## config.mk

```make
export PLATFORM = sky130hd
export DESIGN_NAME = ltc2320_emulator
export DESIGN_NICKNAME = d
export VERILOG_FILES = /design/src/rtl/ltc2320_pkg.sv /design/src/rtl/ltc2320_emu_sync.sv /design/src/rtl/ltc2320_emulator.sv
export SDC_FILE = /design/constraint.sdc
export NUM_CORES = 1
export LEC_CHECK = 0
export BUFFER_PORTS_ARGS = -buffer_cell sky130_fd_sc_hd__buf_4
export CAP_MARGIN = 20
export CORE_ASPECT_RATIO = 1.25
export CORE_UTILIZATION = 30
export DETAILED_ROUTE_END_ITERATION = 16
export SLEW_MARGIN = 20
export SYNTH_ARGS = -nofsm -noshare
export SYNTH_HDL_FRONTEND = slang
export SYNTH_SLANG_ARGS = --single-unit
```

## constraint.sdc

```tcl
create_clock -name clk_sys -period 2.45 [get_ports clk_sys]
set_input_delay 0.49 -clock clk_sys [delete_from_list [all_inputs] [get_ports clk_sys]]
set_output_delay 0.49 -clock clk_sys [all_outputs]
set_load 0.03 [all_outputs]
```

## src/rtl/ltc2320_pkg.sv

```systemverilog
// Shared constants and types for the LTC2320-16 capture block and its emulator.
package ltc2320_pkg;
    localparam int LTC2320_LANES = 8;
    localparam int LTC2320_BITS  = 16;

    typedef enum logic [1:0] {
        IDLE,
        CONVERT,
        SHIFT,
        DONE
    } ltc2320_state_t;

    typedef logic [LTC2320_BITS-1:0] ltc2320_word_t;
endpackage

```

## src/rtl/ltc2320_emu_sync.sv

```systemverilog
// Multi-stage synchronizer followed by a one-stage edge detector for an asynchronous pin.
module ltc2320_emu_sync #(
    parameter int   STAGES   = 2,
    parameter logic IDLE_VAL = 1'b0
) (
    input  logic clk,
    input  logic rst_n,
    input  logic async_in,
    output logic rise,
    output logic fall
);
    logic [STAGES-1:0] chain_reg;
    logic              prev_reg;
    logic              level;

    // Reset to the pin's idle level so releasing reset never fakes an edge.
    always_ff @(posedge clk or negedge rst_n) begin
        if (!rst_n) begin
            chain_reg <= {STAGES{IDLE_VAL}};
            prev_reg  <= IDLE_VAL;
        end else begin
            chain_reg <= {chain_reg[STAGES-2:0], async_in};
            prev_reg  <= level;
        end
    end

    assign level = chain_reg[STAGES-1];
    assign rise  = level & ~prev_reg;
    assign fall  = ~level & prev_reg;
endmodule

```

## src/rtl/ltc2320_emulator.sv

```systemverilog
// Responder model of the LTC2320-16 8-lane serial ADC.
// Define LTC2320_EMU_PATTERN_EN to replace ch_data with an internal per-conversion ramp.
module ltc2320_emulator
    import ltc2320_pkg::*;
#(
    parameter int CONV_CYCLES = 45,
    parameter int SYNC_STAGES = 2
) (
    input  logic                                       clk_sys,
    input  logic                                       reset_sys_n,
    input  logic                                       adc_sck,
    input  logic                                       adc_cnv_n,
    output logic [LTC2320_LANES-1:0]                   adc_sdo,
    output logic                                       adc_sdo_oe,
    output logic                                       adc_clkout,
    input  logic [LTC2320_LANES-1:0][LTC2320_BITS-1:0] ch_data,
    output logic                                       busy,
    output logic                                       proto_err,
    output logic [15:0]                                conv_count
);
    localparam int CW = $clog2(CONV_CYCLES + 1);

    logic sck_rise, sck_fall, cnv_rise, cnv_fall;

    ltc2320_emu_sync #(.STAGES(SYNC_STAGES), .IDLE_VAL(1'b0)) u_sync_sck (
        .clk(clk_sys), .rst_n(reset_sys_n), .async_in(adc_sck),
        .rise(sck_rise), .fall(sck_fall)
    );

    ltc2320_emu_sync #(.STAGES(SYNC_STAGES), .IDLE_VAL(1'b1)) u_sync_cnv (
        .clk(clk_sys), .rst_n(reset_sys_n), .async_in(adc_cnv_n),
        .rise(cnv_rise), .fall(cnv_fall)
    );

    ltc2320_state_t                     state_reg, state_next;
    logic [CW-1:0]                      cnt_reg;
    logic [3:0]                         bit_cnt_reg;
    logic [LTC2320_LANES-1:0][LTC2320_BITS-1:0] shift_reg;
    ltc2320_word_t                      snap_word [LTC2320_LANES];
    logic [LTC2320_LANES-1:0]           lane_msb;
    logic [15:0]                        conv_count_reg;
    logic                               clkout_reg;
    logic                               proto_err_reg;
    logic                               start;
    logic                               err_set;

    assign start = (state_reg == IDLE) && cnv_fall && !cnv_rise;

`ifdef LTC2320_EMU_PATTERN_EN
    ltc2320_word_t ramp_reg;

    always_ff @(posedge clk_sys or negedge reset_sys_n) begin
        if (!reset_sys_n)
            ramp_reg <= '0;
        else if (start)
            ramp_reg <= ramp_reg + 16'd1;
    end
`endif

    for (genvar gi = 0; gi < LTC2320_LANES; gi++) begin : g_lane
`ifdef LTC2320_EMU_PATTERN_EN
        assign snap_word[gi] = ramp_reg + ltc2320_word_t'(gi << 12);
`else
        assign snap_word[gi] = ch_data[gi];
`endif
        assign lane_msb[gi] = shift_reg[gi][LTC2320_BITS-1];
    end

    always_ff @(posedge clk_sys or negedge reset_sys_n) begin
        if (!reset_sys_n)
            state_reg <= IDLE;
        else
            state_reg <= state_next;
    end

    // DONE is entered on the 16th fall, after bit 0 has been on the lanes for a full SCK period.
    always_comb begin
        state_next = state_reg;
        if (cnv_rise) begin
            state_next = IDLE;
        end else begin
            case (state_reg)
                IDLE:    if (cnv_fall) state_next = CONVERT;
                CONVERT: if (cnt_reg == '0) state_next = SHIFT;
                SHIFT:   if (sck_fall && bit_cnt_reg == 4'd15) state_next = DONE;
                default: state_next = state_reg;
            endcase
        end
    end

    always_comb begin
        busy       = 1'b0;
        adc_sdo_oe = 1'b0;
        adc_sdo    = '0;
        case (state_reg)
            CONVERT: begin
                busy       = 1'b1;
                adc_sdo_oe = 1'b1;
            end
            SHIFT: begin
                adc_sdo_oe = 1'b1;
                adc_sdo    = lane_msb;
            end
            DONE:    adc_sdo_oe = 1'b1;
            default: adc_sdo_oe = 1'b0;
        endcase
    end

    assign err_set = cnv_rise ? (state_reg == CONVERT || state_reg == SHIFT)
                              : (state_reg == CONVERT && sck_fall);

    always_ff @(posedge clk_sys or negedge reset_sys_n) begin
        if (!reset_sys_n) begin
            cnt_reg        <= '0;
            bit_cnt_reg    <= '0;
            shift_reg      <= '0;
            conv_count_reg <= '0;
            clkout_reg     <= 1'b0;
            proto_err_reg  <= 1'b0;
        end else begin
            proto_err_reg <= err_set;
            if (sck_rise)
                clkout_reg <= 1'b1;
            else if (sck_fall)
                clkout_reg <= 1'b0;

            if (start) begin
                for (int i = 0; i < LTC2320_LANES; i++)
                    shift_reg[i] <= snap_word[i];
                conv_count_reg <= conv_count_reg + 16'd1;
                cnt_reg        <= CW'(CONV_CYCLES - 1);
            end else if (!cnv_rise && state_reg == CONVERT) begin
                if (cnt_reg != '0)
                    cnt_reg <= cnt_reg - 1'b1;
                else
                    bit_cnt_reg <= '0;
            end else if (!cnv_rise && state_reg == SHIFT && sck_fall) begin
                for (int i = 0; i < LTC2320_LANES; i++)
                    shift_reg[i] <= {shift_reg[i][LTC2320_BITS-2:0], 1'b0};
                bit_cnt_reg <= bit_cnt_reg + 4'd1;
            end
        end
    end

    assign adc_clkout = clkout_reg;
    assign proto_err  = proto_err_reg;
    assign conv_count = conv_count_reg;
endmodule
```

### Yosys cells after proc, flatten, opt, wreduce, memory -nomap -nowiden

Index checks and enable logic that the tools add are counted.

* flip-flop bits (word level): 164
* output and inout bits: 28

* $add $sub $neg: 3
* equal/unequal tests: 9
* mux-type cells: 20
* bitwise operators: 9
* reductions and logical operators: 23

Operator list (number)
* 128-bit 2-to-1 mux: 3
* 6-bit 2-to-1 mux: 3
* 16-bit by 1-bit adder with 16-bit output, second input constant: 1
* 4-bit 2-to-1 mux: 3
* 2-bit nonzero test: 5
* 3-bit != test, second input constant: 3
* 2-bit 2-to-1 mux: 4
* 8-bit 2-to-1 mux: 1
* 1-bit logical AND: 7
* 6-bit zero test: 1
* 2-bit one-hot mux with 3 select lines: 1
* 6-bit nonzero test: 1
* 6-bit by 1-bit subtractor with 6-bit output, second input constant: 1
* 1-bit 2-to-1 mux: 5
* 1-bit NOT: 5
* 4-bit by 1-bit adder with 4-bit output, second input constant: 1
* 1-bit bitwise AND: 4
* 2-bit == test, second input constant: 2
* 4-bit == test, second input constant: 1
* 2-bit != test, second input constant: 2
* 2-bit AND reduction: 2
* 4-bit AND reduction: 1
* 4-bit nonzero test: 1
* 3-bit AND reduction: 1
* other kinds (5): 5

### Depth between registers and ports, before layout

Gate-level depths: netlist of run 1.

* word-level depth: 8
* depth in mapped cells: 10
* depth with buffers taken out: 6

### Cells and area by module

From an unflattened synthesis of run 1, not the netlist that was laid out.

* cell total of the unflattened synthesis: 719
* area, all modules: 7748.7 um2

By module, submodules not included
* ltc2320_emulator: instances 1, cells an instance 709, area each 7564.8 um2
* ltc2320_emu_sync (u_sync_cnv): instances 1, cells an instance 5, area each 93.8 um2
* ltc2320_emu_sync (u_sync_sck): instances 1, cells an instance 5, area each 90.1 um2

### Worst setup path before layout of run 1

OpenSTA, ideal clock, no wires.

* kind: register to register
* from: register state_reg[1]
* to: register state_reg[0]
* arrival time: 1915 ps
* setup slack: 411 ps
* cell stages (with the launch flop): 8
* period minus slack after synthesis: 2039 ps
* path through: dfrtp_1 inv_1 ha_1 nor2b_1 buf_2 a21boi_2 nand3b_1 mux2_2

* longest elaborated chain between the ends: 3

RTL lines
* start: declaration: line ltc2320_emulator.sv:35 `ltc2320_state_t state_reg, state_next;`
* start signal: assignment: line ltc2320_emulator.sv:73 `state_reg <= state_next;`
* 2-bit == test, or another cell as far along: line ltc2320_emulator.sv:82 `case (state_reg)`
* 3-bit != test (no source line), or another cell as far along
* 4-bit AND reduction (no source line) or 2-bit 2-to-1 mux (tied branches)

Parallel ways exist; a longest one is shown, timed or not.
A chain may end at the register's enable or synchronous reset.

### Worst setup path in the final report of run 1

* from: register state_reg[0]
* to: output port adc_sdo[3]

* longest elaborated chain between the ends: 2

RTL lines
* 2-bit == test: line ltc2320_emulator.sv:95 `case (state_reg)`
* 8-bit 2-to-1 mux: line ltc2320_emulator.sv:95
* end: declaration: line ltc2320_emulator.sv:13 `output logic [LTC2320_LANES-1:0] adc_sdo,`

No other way between the ends.

==> results of run 1 <==
[worst max-delay path, stage by stage (launching register included)]
cell and delay, ns:
dfrtp_1 0.41, inv_1 0.11, ha_1 0.22, buf_4 0.21, and2_1 0.17, buf_4 0.17
[Yosys cell counts (12+ instances only)]
| library cell | n | area [sq um] |
|---|---|---|
| buf_2 | 15 | 75.07 |
| buf_6 | 13 | 146.4 |
| clkbuf_1 | 13 | 48.80 |
| dfrtp_1 | 161 | 4029 |
| ha_1 | 13 | 162.7 |
| inv_1 | 12 | 45.04 |
| mux2i_1 | 123 | 1231 |
| nand2_1 | 149 | 559.3 |
| nor2_1 | 12 | 45.04 |
| o21ai_0 | 58 | 290.3 |
| o21ai_1 | 70 | 350.3 |
| xnor2_1 | 12 | 105.1 |
[final cells by class]
cell class / count / area, sq um / share of cell area (%)
clock buffer: 20 / 456.7 / 4.624
sequential: 164 / 4108 / 41.59
clock inverter: 11 / 197.7 / 2.002
timing repair buffer: 172 / 1385 / 14.03
tap: 335 / 419.2 / 4.244
inverter: 12 / 45.04 / 0.4561
multi-input combinational: 503 / 3264 / 33.05
[cells in the final DEF (no fill, tap or decap), drive strengths merged, types with 3 or more instances in the layout]
master / Yosys / routed
a211oi: 3 / 3
a21oi: 4 / 4
and2: 8 / 8
buf: 33 / 171
bufinv: 0 / 5
clkbuf: 13 / 20
clkinv: 0 / 3
dfrtp: 161 / 161
dfstp: 3 / 3
ha: 13 / 13
inv: 12 / 15
mux2i: 123 / 123
nand2: 149 / 149
nand3: 4 / 4
nand3b: 4 / 4
nand4: 6 / 6
nor2: 13 / 13
nor3: 6 / 6
nor4: 3 / 3
o21ai: 128 / 128
o2bb2ai: 4 / 4
or2: 3 / 3
xnor2: 12 / 12
xor2: 5 / 5
[path summary, 6_finish.rpt]
| kind | start | to |
|---|---|---|
| max in group asynchronous | reset_sys_n | shift_reg[46] |
| min in group asynchronous | reset_sys_n | conv_count[10] |
| hold reg to reg | u_sync_sck.chain_reg[0] | u_sync_sck.chain_reg[1] |
| hold / removal | adc_cnv_n | u_sync_cnv.chain_reg[0] |
| setup reg to reg | u_sync_cnv.prev_reg | shift_reg[7] |
| setup / recovery | state_reg[0] | adc_sdo[3] |
[stage by stage]
| stage | std cells | worst slack [ns] | total power (W) | instance area, sq um | util [%] |
|---|---|---|---|---|---|
| 6_report | 1217 | 0.2637 | 0.01026 | 9876 | 39.05 |
| 5_1_grt | 1217 | 0.08492 | 0.01103 | 9876 | 39.05 |
| 4_1_cts | 1217 | 0.2050 | 0.01043 | 9876 | 39.05 |
| 3_5_place_dp | 1185 | 0.2770 | 0.007386 | 9211 | 36.42 |
| 3_3_place_gp | 1185 | 0.3218 | 0.007284 | 9211 | 36.42 |
| 2_1_floorplan | 725 | 0.4107 | 0.006441 | 7720 | - |
[logic make-up (layout without fill, tap and decap cells)]
group           after synthesis  after routing  synth area share [%]
buf+inv                      58            215                 4.619
compound gates              145            145                 9.968
flops                       164            164                 53.21
fa+ha+maj                    13             13                 2.107
simple gates                203            203                 11.93
mux                         125            125                 16.24
xor+xnor                     17             17                 1.929
[report_power, final]
| part | switching, W | internal (W) |
|---|---|---|
| clock network | 0.00111 | 0.00187 |
| logic | 0.00140 | 0.00130 |
| registers | 0.000695 | 0.00388 |
[timing repair]
action	CTS	global route
buffers inserted	0	0
hold buffers	1	0
hold endpoints to repair	6	0
[routing by layer]
| layer | up-vias | global-route usage (%) |
|---|---|---|
| li1 | 2769 | - |
| met1 | 2658 | 17.43 |
| met2 | 111 | 21.73 |
| met3 | 6 | 2.753 |
| met4 | 0 | 3.916 |
| met5 | - | 0 |
==> impl_table.tex, run 1 <==
\begin{tabular}{lr}
\hline
Metric & Value \\
\hline
\multicolumn{2}{l}{\textbf{Die}} \\
Die area & 0.02638 sq mm \\
Chip Height & 181.4 um \\
Die width & 145.5 um \\
Floorplan Core Area & 0.02529 sq mm \\
I/O pin count & 160 \\
Effective utilization at floorplan & 30.52\% \\
Num rows & 65 \\
\multicolumn{2}{l}{\textbf{GRT}} \\
Grt total ovfl & 0 \\
Antenna violations before repair & 0 \\
Via count of the first global-routing pass & 5661 \\
First-pass GRT wire length & 27.98 mm \\
Total global routing track utilization & 13.20\% \\
Largest net degree at the start of global routing & 86 \\
\multicolumn{2}{l}{\textbf{Place}} \\
Dpl hpwl & 11.50 mm \\
I/O Buffers & 159 \\
Final weighted congestion in routability-driven placement & 0.7496 \\
\multicolumn{2}{l}{\textbf{Routing}} \\
Routed wirelength normalized by instance count & 13.89 um \\
Number of iterations in the first detailed-routing pass & 4 \\
Starting DRT DRC Count & 239 \\
Met3 Routed Length & 665 um \\
Via density & 4.555 \\
Metal1 wirelength & 7.824 mm \\
DRC violations left & 0 \\
Residual antenna-violating net count after detailed routing & 0 \\
Routed length on met2 & 8.269 mm \\
Highest metal layer with signal wires & met4 \\
Total Routed Length & 16.90 mm \\
Via count & 5544 \\
\multicolumn{2}{l}{\textbf{Setup path}} \\
Crit path max fanout & 9 \\
Setup slack of the worst register-to-register path & 0.28 ns \\
Kind of start point of the critical path & register \\
Setup Crit Path Kind & register to output port \\
Worst EP required & 1.96 ns \\
Cell depth of the worst flop-to-flop path & 7 \\
Critical Path Sink Type & output port \\
Critical Path AT & 1.70 ns \\
\multicolumn{2}{l}{\textbf{Clocking}} \\
Insertion delay to the later sink of the worst-skew pair & 0.41 ns \\
CTS clk-pin slew, worst paths & 0.07 ns \\
Clock root cell & clkbuf\_16 \\
Maximum clock insertion buffer count & 2 \\
Maximum level of the CTS H-tree & 4 \\
TritonCTS clock tree & done \\
Resized cells post-CTS & 0 \\
Num CTS Buffers & 17 \\
TritonCTS sink count & 164 \\
\multicolumn{2}{l}{\textbf{Synthesis}} \\
Sequential-to-total area share from yosys stat & 53.21\% \\
Yosys warning count & 0 \\
Syn\_area\_per\_cell & 10.65 sq um \\
Gate count after technology mapping & 725 \\
Main synth FF type & dfrtp\_1 \\
Async set-reset flop share out of synthesis & 100.0\% \\
Number of synthesized register bits & 164 \\
Area of the mapped netlist & 0.007720 sq mm \\
Netlist cell types & 45 \\
Number of synthesized flops with an enable pin & 0 \\
Mapped Nets & 870 \\
\multicolumn{2}{l}{\textbf{STA}} \\
Final critical delay including setup and external delays & 2.186 ns \\
Aggregate negative setup slack & 0 ns \\
Fin. Hold Viols & 0 \\
Post-route fraction of the period consumed by the critical path & 89.24\% \\
Finish-stage setup viols & 0 \\
Worst slew margin relative to its limit & 66.06\% \\
Clock Skews & 0.009283 ns \\
Max Fclk & 457.4 MHz \\
Hold\_ws & 0.1830 ns \\
Setup repair after global routing missed its margin & no \\
Actual slew at the worst max-slew pin & 0.5045 ns \\
Final number of max-transition violations & 0 \\
\multicolumn{2}{l}{\textbf{Worst hold path}} \\
Number of stages on the worst hold path & 1 \\
Type of the worst min-delay path & input pin to register \\
\multicolumn{2}{l}{\textbf{Cells and area}} \\
\# diodes & 0 \\
Number of nets in the finished design & 1015 \\
Area growth from synthesis to layout & 27.93\% \\
Fill cells & 2546 \\
Share of cells above drive strength 1 & 24.49\% \\
Flip-flop count of the largest register, all copies and words added & 120 \\
\multicolumn{2}{l}{\textbf{Run}} \\
Number of violations of the max-capacitance limit & 0 \\
\multicolumn{2}{l}{\textbf{Power and ir drop}} \\
Largest vdd supply drop & 0.4277 mV \\
Total power per unit cell area & 1039 mW/mm\^{}2 \\
Lkg Pwr & 4.101 nW \\
\multicolumn{2}{l}{\textbf{Run status}} \\
Result of the run & finished clean \\
\hline
\end{tabular}
Note: power is estimated with default switching activity, not from simulation.
==> run 2, diff against run 1 <==
- CTS_BUF_LIST: not set -> sky130_fd_sc_hd__clkbuf_4
==> impl_table.tex, run 2 (synthesis gave the netlist of run 1 again) <==
\begin{tabular}{lr}
\hline
Metric & Value \\
\hline
\multicolumn{2}{l}{\textbf{Setup path}} \\
Worst EP required & 1.96 ns \\
Stage delay of the slowest cell on the critical path & 0.44 ns \\
Critical path, cell by cell & inv\_1 -> ha\_1 -> buf\_6 -> and2\_1 -> buf\_4 \\
Kind of start point of the critical path & register \\
CP max-delay cell & dfrtp\_1 \\
Worst setup path startpoint & state\_reg[0] \\
Critical Path AT & 1.82 ns \\
Critical Path Sink Type & output port \\
Setup Crit Path Kind & register to output port \\
Crit path max fanout & 9 \\
Setup slack of the worst register-to-register path & 0.26 ns \\
Reg-to-reg critical path startpoint & u\_sync\_cnv.prev\_reg \\
\multicolumn{2}{l}{\textbf{Routing}} \\
Residual antenna-violating net count after detailed routing & 0 \\
Number of iterations in the first detailed-routing pass & 4 \\
Total Routed Length & 16.88 mm \\
Routed wirelength normalized by instance count & 13.83 um \\
DRC violations left & 0 \\
Via count & 5562 \\
Starting DRT DRC Count & 232 \\
Via density & 4.555 \\
\multicolumn{2}{l}{\textbf{Power and ir drop}} \\
Final Total Pwr & 0.009177 W \\
Lkg Pwr & 3.971 nW \\
Largest vdd supply drop & 0.4083 mV \\
Total power per unit cell area & 956.9 mW/mm\^{}2 \\
\multicolumn{2}{l}{\textbf{STA}} \\
Setup repair after global routing missed its margin & no \\
Worst slew margin relative to its limit & 66.06\% \\
Finish-stage setup viols & 0 \\
Clock Skews & 0.02102 ns \\
Actual slew at the worst max-slew pin & 0.5045 ns \\
Max Fclk & 433.0 MHz \\
Post-route fraction of the period consumed by the critical path & 94.27\% \\
Final number of max-transition violations & 0 \\
Final critical delay including setup and external delays & 2.310 ns \\
Aggregate negative setup slack & 0 ns \\
Fin. Hold Viols & 0 \\
\multicolumn{2}{l}{\textbf{Cells and area}} \\
Share of cells above drive strength 1 & 24.32\% \\
Area growth from synthesis to layout & 24.23\% \\
Most common cell after layout, fill and taps aside & buf\_4 \\
Top library cells by usage in the layout, fill and taps aside & 162 x buf\_4, 161 x dfrtp\_1, 149 x nand2\_1 \\
Flip-flop count of the largest register, all copies and words added & 120 \\
Final instance count without filler cells & 1221 \\
Finished Cell Area & 0.009590 sq mm \\
Area taken by flip-flops and latches & 0.004108 sq mm \\
Final standard cell utilization of the core & 37.92\% \\
Multi-input combinational cell area & 0.003264 sq mm \\
Fill cells & 2577 \\
Number of nets in the finished design & 1017 \\
\multicolumn{2}{l}{\textbf{Worst hold path}} \\
Startpoint of the lowest-slack hold path & ch\_data[79] \\
Type of the worst min-delay path & input pin to register \\
\multicolumn{2}{l}{\textbf{Clocking}} \\
Clock root cell & clkbuf\_4 \\
Maximum clock insertion buffer count & 2 \\
Insertion delay to the later sink of the worst-skew pair & 0.53 ns \\
TritonCTS sink count & 164 \\
CTS clk-pin slew, worst paths & 0.14 ns \\
Maximum level of the CTS H-tree & 4 \\
Num CTS Buffers & 17 \\
TritonCTS clock tree & done \\
\multicolumn{2}{l}{\textbf{Place}} \\
Area after DPL & 0.009211 sq mm \\
I/O Buffers & 159 \\
Post-Place Cells & 1185 \\
Dpl hpwl & 11.50 mm \\
Final weighted congestion in routability-driven placement & 0.7496 \\
\multicolumn{2}{l}{\textbf{GRT}} \\
Total global routing track utilization & 13.19\% \\
Antenna violations before repair & 1 \\
Grt total ovfl & 0 \\
Via count of the first global-routing pass & 5635 \\
Largest net degree at the start of global routing & 86 \\
First-pass GRT wire length & 27.91 mm \\
\multicolumn{2}{l}{\textbf{Die}} \\
I/O pin count & 160 \\
Effective utilization at floorplan & 30.52\% \\
Chip Height & 181.4 um \\
Floorplan Core Area & 0.02529 sq mm \\
Num rows & 65 \\
Die width & 145.5 um \\
Die area & 0.02638 sq mm \\
\multicolumn{2}{l}{\textbf{Run}} \\
Number of violations of the max-capacitance limit & 0 \\
\multicolumn{2}{l}{\textbf{Run status}} \\
Result of the run & finished clean \\
\hline
\end{tabular}
run 2: worst paths after layout:
check / to / cells past startpoint
max: adc_sdo[3] / 5
min: lane_msb[4] / 3
max reg2reg: shift_reg[2] / 7
min reg2reg: u_sync_sck.chain_reg[1] / 0
max in group asynchronous: cnt_reg[2] / 3
min in group asynchronous: conv_count[10] / 2
run 2: metal layers:
| layer | part of all wire (%) | wire length [um] | global-route usage [%] | vias up |
|---|---|---|---|---|
| li1 | - | - | - | 2779 |
| met1 | 46 | 7780 | 17.17 | 2663 |
| met2 | 49 | 8301 | 21.88 | 114 |
| met5 | 0 | 0 | 0 | - |
| met3 | 3.9 | 660 | 3.131 | 6 |
| met4 | 0.83 | 140 | 3.537 | 0 |
run 2: stage by stage:
stage / hold slack, ns / worst slack (ns)
2_1_floorplan: 0.1944 / 0.4107
3_3_place_gp: 0.3008 / 0.3218
3_5_place_dp: 0.2996 / 0.2770
4_1_cts: 0.07107 / 0.006589
5_1_grt: 0.07038 / 0.0003053
6_report: 0.1513 / 0.1403
run 2: worst max-delay path, delay by kind of cell (launching register included):
kind	cells	cell delay, ns
buffers and inverters	3	0.46
flip-flops	1	0.44
adder cells (fa/ha/maj)	1	0.24
AND/OR/NAND/NOR	1	0.16
run 2: where the power goes:
group / internal [W] / switching (W) / total, W
registers: 0.00387 / 0.000696 / 0.00456
clock network: 0.000925 / 0.000975 / 0.00190
logic: 0.00131 / 0.00141 / 0.00272
run 2: repair_timing:
action | in CTS | in global routing
gates resized for setup | 0 | 1
hold endpoints to repair | 128 | 0
buffers inserted | 0 | 0
hold buffers | 3 | 0
setup endpoints to repair | 0 | 5
run 2: area by class of cell:
| cell class | instances | share of cell area, % |
|---|---|---|
| antenna | 2 | 0.05219 |
| clock buffer | 18 | 1.409 |
| clock inverter | 13 | 2.140 |
| tap | 335 | 4.371 |
| multi-input combinational | 503 | 34.04 |
| timing repair buffer | 174 | 14.69 |
| inverter | 12 | 0.4697 |
| sequential | 164 | 42.83 |
